$ cat config.mk
export PLATFORM = sky130hd
export DESIGN_NAME = led_timing_generator
export DESIGN_NICKNAME = d
export VERILOG_FILES = /design/src/rtl/led_timing_generator_pkg.sv /design/src/rtl/led_timing_generator_strobe_divider.sv /design/src/rtl/led_timing_generator.sv
export SDC_FILE = /design/constraint.sdc
export NUM_CORES = 1
export LEC_CHECK = 0
export CAP_MARGIN = 25
export CORE_ASPECT_RATIO = 0.9
export CORE_MARGIN = 2
export CORE_UTILIZATION = 33
export DETAILED_ROUTE_END_ITERATION = 8
export HOLD_SLACK_MARGIN = 0.06
export PLACE_DENSITY = 0.57
export REMOVE_ABC_BUFFERS = 1
export SLEW_MARGIN = 30
export SYNTH_ARGS = -nofsm -noshare
export SYNTH_HDL_FRONTEND = slang
export SYNTH_HIERARCHICAL = 1
export SYNTH_SLANG_ARGS = --single-unit
$ cat constraint.sdc
create_clock -name clock -period 3 [get_ports clock]
set_input_delay 0.9 -clock clock [delete_from_list [all_inputs] [get_ports clock]]
set_output_delay 0.9 -clock clock [all_outputs]
set_load 0.02 [all_outputs]
$ cat src/rtl/led_timing_generator_pkg.sv
// Shared state encoding, default LED actor timing (12 MHz clock) and counter sizing helper.
package led_timing_generator_pkg;

  typedef enum logic [1:0] {
    IDLE  = 2'd0,
    SHIFT = 2'd1,
    LATCH = 2'd2
  } state_t;

  localparam int unsigned CLOCK_HZ   = 12_000_000;
  localparam int unsigned BAUD_RATE  = 115_200;
  localparam int unsigned LED_BIT_HZ = 750_000;
  localparam int unsigned FRAME_HZ   = 60;

  localparam int unsigned DEF_SEGMENTS_PER_BIT = 4;
  localparam int unsigned DEF_UART_DIVISOR     = CLOCK_HZ / BAUD_RATE;
  localparam int unsigned DEF_SEGMENT_DIVISOR  = CLOCK_HZ / (LED_BIT_HZ * DEF_SEGMENTS_PER_BIT);
  localparam int unsigned DEF_BITS_PER_LED     = 24;
  localparam int unsigned DEF_LED_COUNT        = 60;
  localparam int unsigned DEF_RESET_SEGMENTS   = 240;
  localparam int unsigned DEF_FRAME_DIVISOR    = CLOCK_HZ / FRAME_HZ;

  // Bits needed to hold 0..max_value; never returns zero so degenerate counters still elaborate.
  function automatic int unsigned cnt_width(input int unsigned max_value);
    return (max_value < 1) ? 1 : $clog2(max_value + 1);
  endfunction

endpackage

$ cat src/rtl/led_timing_generator_strobe_divider.sv
// Modulo-N counter with synchronous clear and count enable; pulses strobe for one cycle at STROBE_AT.
// A cleared cycle never strobes, so a clear arriving on the strobe point suppresses it.
module led_timing_generator_strobe_divider
  import led_timing_generator_pkg::*;
#(
  parameter int unsigned N         = 2,
  parameter int unsigned STROBE_AT = N - 1
) (
  input  logic clock,
  input  logic reset,
  input  logic clear,
  input  logic count_en,
  output logic strobe
);

  localparam int unsigned W = cnt_width(N - 1);

  logic [W-1:0] cnt_q, cnt_d;

  always_comb begin
    cnt_d = cnt_q;
    if (clear) begin
      cnt_d = '0;
    end else if (count_en) begin
      cnt_d = (cnt_q == W'(N - 1)) ? '0 : cnt_q + W'(1);
    end
  end

  assign strobe = count_en && !clear && (cnt_q == W'(STROBE_AT));

  always_ff @(posedge clock) begin
    if (reset) begin
      cnt_q <= '0;
    end else begin
      cnt_q <= cnt_d;
    end
  end

endmodule

$ cat src/rtl/led_timing_generator.sv
// LED actor timing: UART bit-centre sampling resynchronised to RX edges, plus a framed
// IDLE/SHIFT/LATCH sequencer emitting segment/bit/word strobes, encoder latch window and overrun.
module led_timing_generator
  import led_timing_generator_pkg::*;
#(
  parameter int unsigned UART_DIVISOR     = DEF_UART_DIVISOR,
  parameter int unsigned SEGMENT_DIVISOR  = DEF_SEGMENT_DIVISOR,
  parameter int unsigned SEGMENTS_PER_BIT = DEF_SEGMENTS_PER_BIT,
  parameter int unsigned BITS_PER_LED     = DEF_BITS_PER_LED,
  parameter int unsigned LED_COUNT        = DEF_LED_COUNT,
  parameter int unsigned RESET_SEGMENTS   = DEF_RESET_SEGMENTS,
  parameter int unsigned FRAME_DIVISOR    = DEF_FRAME_DIVISOR
) (
  input  logic                            clock,
  input  logic                            reset,
  input  logic                            enable,
  input  logic                            uart_rx,
  output logic                            uart_sample,
  output logic                            segment_strobe,
  output logic                            bit_strobe,
  output logic                            led_strobe,
  output logic [$clog2(BITS_PER_LED)-1:0] bit_index,
  output logic [$clog2(LED_COUNT)-1:0]    led_index,
  output logic                            encoder_reset,
  output logic                            frame_strobe,
  output logic                            frame_overrun,
  output logic                            busy
);

  localparam int unsigned BIT_W   = $clog2(BITS_PER_LED);
  localparam int unsigned LED_W   = $clog2(LED_COUNT);
  localparam int unsigned SEG_W   = cnt_width(SEGMENTS_PER_BIT - 1);
  localparam int unsigned LATCH_W = cnt_width(RESET_SEGMENTS - 1);

  state_t             state_q, state_d;
  logic               rx_meta_q, rx_meta_d;
  logic               rx_sync_q, rx_sync_d;
  logic               rx_prev_q, rx_prev_d;
  logic [SEG_W-1:0]   seg_idx_q, seg_idx_d;
  logic [BIT_W-1:0]   bit_idx_q, bit_idx_d;
  logic [LED_W-1:0]   led_idx_q, led_idx_d;
  logic [LATCH_W-1:0] latch_cnt_q, latch_cnt_d;

  logic rx_edge;
  logic frame_tick;
  logic seg_tick;
  logic seg_clear;
  logic seg_run;

  // RX synchroniser idles high so a line held at idle through reset produces no edge.
  always_comb begin
    rx_meta_d = uart_rx;
    rx_sync_d = rx_meta_q;
    rx_prev_d = rx_sync_q;
  end

  assign rx_edge   = rx_sync_q != rx_prev_q;
  assign seg_clear = (state_q == IDLE);
  assign seg_run   = (state_q != IDLE);

  led_timing_generator_strobe_divider #(
    .N (FRAME_DIVISOR)
  ) u_frame_div (
    .clock    (clock),
    .reset    (reset),
    .clear    (1'b0),
    .count_en (1'b1),
    .strobe   (frame_tick)
  );

  led_timing_generator_strobe_divider #(
    .N         (UART_DIVISOR),
    .STROBE_AT (UART_DIVISOR / 2 - 1)
  ) u_uart_div (
    .clock    (clock),
    .reset    (reset),
    .clear    (rx_edge),
    .count_en (1'b1),
    .strobe   (uart_sample)
  );

  // The segment divider also paces the latch window, so it keeps running through LATCH.
  led_timing_generator_strobe_divider #(
    .N (SEGMENT_DIVISOR)
  ) u_seg_div (
    .clock    (clock),
    .reset    (reset),
    .clear    (seg_clear),
    .count_en (seg_run),
    .strobe   (seg_tick)
  );

  assign frame_strobe = frame_tick;

  always_comb begin
    state_d        = state_q;
    seg_idx_d      = seg_idx_q;
    bit_idx_d      = bit_idx_q;
    led_idx_d      = led_idx_q;
    latch_cnt_d    = latch_cnt_q;
    segment_strobe = 1'b0;
    bit_strobe     = 1'b0;
    led_strobe     = 1'b0;
    encoder_reset  = 1'b0;
    frame_overrun  = 1'b0;
    busy           = 1'b0;

    case (state_q)
      IDLE: begin
        seg_idx_d   = '0;
        bit_idx_d   = '0;
        led_idx_d   = '0;
        latch_cnt_d = '0;
        if (frame_tick && enable) begin
          state_d = SHIFT;
        end
      end

      SHIFT: begin
        busy           = 1'b1;
        frame_overrun  = frame_tick;
        segment_strobe = seg_tick;
        bit_strobe     = seg_tick && (seg_idx_q == '0);
        led_strobe     = seg_tick && (seg_idx_q == '0) && (bit_idx_q == '0);
        if (seg_tick) begin
          if (seg_idx_q == SEG_W'(SEGMENTS_PER_BIT - 1)) begin
            seg_idx_d = '0;
            if (bit_idx_q == BIT_W'(BITS_PER_LED - 1)) begin
              bit_idx_d = '0;
              if (led_idx_q == LED_W'(LED_COUNT - 1)) begin
                led_idx_d   = '0;
                latch_cnt_d = '0;
                state_d     = LATCH;
              end else begin
                led_idx_d = led_idx_q + LED_W'(1);
              end
            end else begin
              bit_idx_d = bit_idx_q + BIT_W'(1);
            end
          end else begin
            seg_idx_d = seg_idx_q + SEG_W'(1);
          end
        end
      end

      LATCH: begin
        busy          = 1'b1;
        encoder_reset = 1'b1;
        frame_overrun = frame_tick;
        if (seg_tick) begin
          if (latch_cnt_q == LATCH_W'(RESET_SEGMENTS - 1)) begin
            latch_cnt_d = '0;
            state_d     = IDLE;
          end else begin
            latch_cnt_d = latch_cnt_q + LATCH_W'(1);
          end
        end
      end

      default: begin
        state_d = IDLE;
      end
    endcase
  end

  assign bit_index = (state_q == SHIFT) ? bit_idx_q : '0;
  assign led_index = (state_q == SHIFT) ? led_idx_q : '0;

  always_ff @(posedge clock) begin
    if (reset) begin
      state_q     <= IDLE;
      rx_meta_q   <= 1'b1;
      rx_sync_q   <= 1'b1;
      rx_prev_q   <= 1'b1;
      seg_idx_q   <= '0;
      bit_idx_q   <= '0;
      led_idx_q   <= '0;
      latch_cnt_q <= '0;
    end else begin
      state_q     <= state_d;
      rx_meta_q   <= rx_meta_d;
      rx_sync_q   <= rx_sync_d;
      rx_prev_q   <= rx_prev_d;
      seg_idx_q   <= seg_idx_d;
      bit_idx_q   <= bit_idx_d;
      led_idx_q   <= led_idx_d;
      latch_cnt_q <= latch_cnt_d;
    end
  end

endmodule
==> results.cfg <==
[timing]
tightest_slew_ps = 884.8
drv_slew = 0
finalCritPeriodShare_pct = 94.78
maxClockFrequency_mhz = 351.7
setup_viol = 0
slew_headroom_pct = 40.24
fin_crit_ps = 2843
clock_skew_ps = 8.469
rsz0062_at_grt = false
finalHoldViolations = 0
final.setup.tns_ps = 0

[worst_setup_path]
cp-end-kind = output pin
worstSetupPathType = reg2out
crit_arrival_ps = 1940
cp-start-kind = flip-flop
r2r-end = latch_cnt_q[7]$_SDFFE_PP0P_
rr_worst_depth = 9
reg2reg_slack_ps = 480
r2r-start = state_q[1]$_SDFFE_PP0P_
path_max_fanout = 6
worstPathRequired_ps = 2100

[min_path]
holdPathEnd = rx_prev_d$_SDFF_PP1_
hold_start = rx_meta_q$_SDFF_PP1_
min_delay_path_depth = 1
hold_class = reg2reg

[layout]
drive_gt1_share_pct = 11.05
areaGrowthSynthToFinish_pct = 17.45
layout.cells.non_filler = 499
antenna-diode-count = 0
layout.nets = 397

[grt]
grt.overflow.total = 0
grt_pass1_vias = 2304
antenna_found_initial = 0
grt_pass1_wl_um = 10820
grt_util_all_layers_pct = 13.32
grt_max_degree = 18

[route]
drc = 0
drt_iter0_drc = 118
via_per_inst = 5.024
num_vias = 2507
drtPass1Iterations = 5
drt-total-wl_um = 6110
antenna_left = 0
wire_per_inst_um = 12.24

[synth]
synth.area.top_cells = dfxtp_1 36%, ha_1 5.9%, nor2_1 4.2%
yosysTopAreaCell = dfxtp_1
yosysWarningCount = 6
syn_area_mm2 = 0.002947
synthDistinctLibCells = 61
synth_top_area_share_pct = 36.01
ys_ff_latch = 53
ys.flop_type = dfxtp_1
yosysSeqAreaShare_pct = 36.01
synthArstFlopShare_pct = 0
syn_area_per_cell_um2 = 8.516
synth_edf_count = 0
yosysMostFrequentCell = dfxtp_1
ys_top_cells_by_count = 53 x dfxtp_1, 33 x nor2_1, 25 x nand2_1
synthCells = 346

[place]
port-buffer-count = 22
gp_congestion = 0.7979
dp_cells = 491
dp_hpwl_um = 4556

[power_and_ir_drop]
p_per_area_mw_per_mm2 = 336.1
peakVddDrop_uv = 192.8
leakage_nw = 1.321

[flow_run]
drv_cap = 0

[clock_tree]
cts_root_buf = clkbuf_8
post-cts-setup-buffers = 0
cts.sinks = 53
clk_latency_ps = 310
path_clk_slew_ps = 100
htree_levels = 2
cts_buffers = 5
clk_path_buf_depth = 2
cts_tree = done

[floorplan]
ioPinCount = 23
core_area_mm2 = 0.008608
die_height_um = 93.65
start_util_pct = 34.23
die-area_mm2 = 0.009702
die_w_um = 103.6
num_rows = 32

[outcome]
outcome = completed
state kept, by name, summed over array words and instances, names as in the netlist:
name,count
led_idx_q,6
u_seg_div/cnt_q,2
rx_prev_q,1
u_uart_div/cnt_q,7
u_frame_div/cnt_q,18
bit_idx_q,5
rx_meta_q,1
rx_prev_d,1
state_q,2
seg_idx_q,2
latch_cnt_q,8
cells in the final DEF, fill, tap and decap left out, types with 4 or more instances in the layout:
cell / synthesis / layout
nand4_1: 11 / 11
xnor2_1: 7 / 7
a21oi_1: 18 / 18
nor2_1: 33 / 33
nor3_1: 8 / 8
and2_1: 10 / 10
and3_1: 5 / 5
mux2i_1: 4 / 4
clkdlybuf4s50_1: 0 / 14
dfxtp_1: 53 / 53
nand2_1: 25 / 25
or2_2: 4 / 4
ha_1: 14 / 14
conb_1: 2 / 6
inv_1: 17 / 17
clkbuf_8: 0 / 5
nor4_1: 6 / 5
nand2b_1: 4 / 4
buf_4: 1 / 12
nand3_1: 19 / 19
o21ai_0: 11 / 11
or4_1: 4 / 4
xor2_1: 12 / 12
or3_1: 8 / 8
routing by layer:
metal | global-route usage, % | share of wire (%) | vias up
li1 | - | - | 1311
met1 | 19.02 | 54 | 1144
met2 | 20.86 | 41 | 47
met3 | 2.300 | 3.6 | 5
met4 | 3.378 | 0.97 | 0
met5 | 0 | 0 | -
power by group:
| group | switching, mW | internal [mW] |
|---|---|---|
| clock network | 0.245 | 0.166 |
| registers | 0.00471 | 0.708 |
| logic | 0.0239 | 0.0159 |
| total | 0.273 | 0.890 |
worst max path at each step:
stage                                           start       endpoint  slack (ps)
floorplan           u_frame_div/cnt_q[0]$_SDFFE_PP0P_  frame_overrun         180
global placement    u_frame_div/cnt_q[6]$_SDFFE_PP0P_  frame_overrun          40
detailed placement  u_frame_div/cnt_q[6]$_SDFFE_PP0P_  frame_overrun          40
CTS                           state_q[0]$_SDFFE_PP0P_     led_strobe          50
global route        u_frame_div/cnt_q[6]$_SDFFE_PP0P_  frame_overrun          30
finish              u_frame_div/cnt_q[6]$_SDFFE_PP0P_  frame_overrun         160
repair_timing:
action | in CTS | in global routing
hold buffers | 0 | 0
endpoints found under the setup margin | 5 | 5
gates resized for setup | 7 | 7
endpoints found under the hold margin | 0 | 0
through the flow:
step	utilization, %	setup WS, ps	hold slack (ps)	power [mW]	cell area (um^2)
after floorplan	-	181.0	389.5	0.7498	2903
after global placement	39.06	43.32	393.6	0.7676	3362
after detailed placement	39.06	40.34	396.8	0.7684	3362
after CTS	40.20	46.93	422.1	1.188	3461
after global routing	40.20	33.07	437.1	1.214	3461
final	40.20	156.6	417.6	1.163	3461
cell type report:
class | instances | area [um^2]
inverters | 17 | 63.81
multi-input cells | 268 | 1793
repair buffers | 34 | 304.0
well taps | 119 | 148.9
clock buffers | 5 | 68.82
clock inverters | 3 | 21.27
fillers | 864 | 5147
flip-flops and latches | 53 | 1061
cells by family after synthesis:
| family | count (synthesis) | share of synthesized area, % |
|---|---|---|
| and+or+nand+nor | 161 | 31.00 |
| AOI/OAI and AO/OA | 64 | 15.63 |
| DFF | 53 | 36.01 |
| buffers and inverters | 29 | 4.161 |
| xor gates and xnor gates | 19 | 5.648 |
| adders and majority gates | 14 | 5.945 |
| muxes | 4 | 1.359 |
| other | 2 | 0.2549 |
worst max-delay path, stage by stage (launching register included):
cell           delay (ps)
dfxtp_1               380
nor4b_1               360
nand3_1               200
nor4_4                220
and2_1                160
dlygate4sd2_1         330
Note: power is estimated with default switching activity, not from simulation.
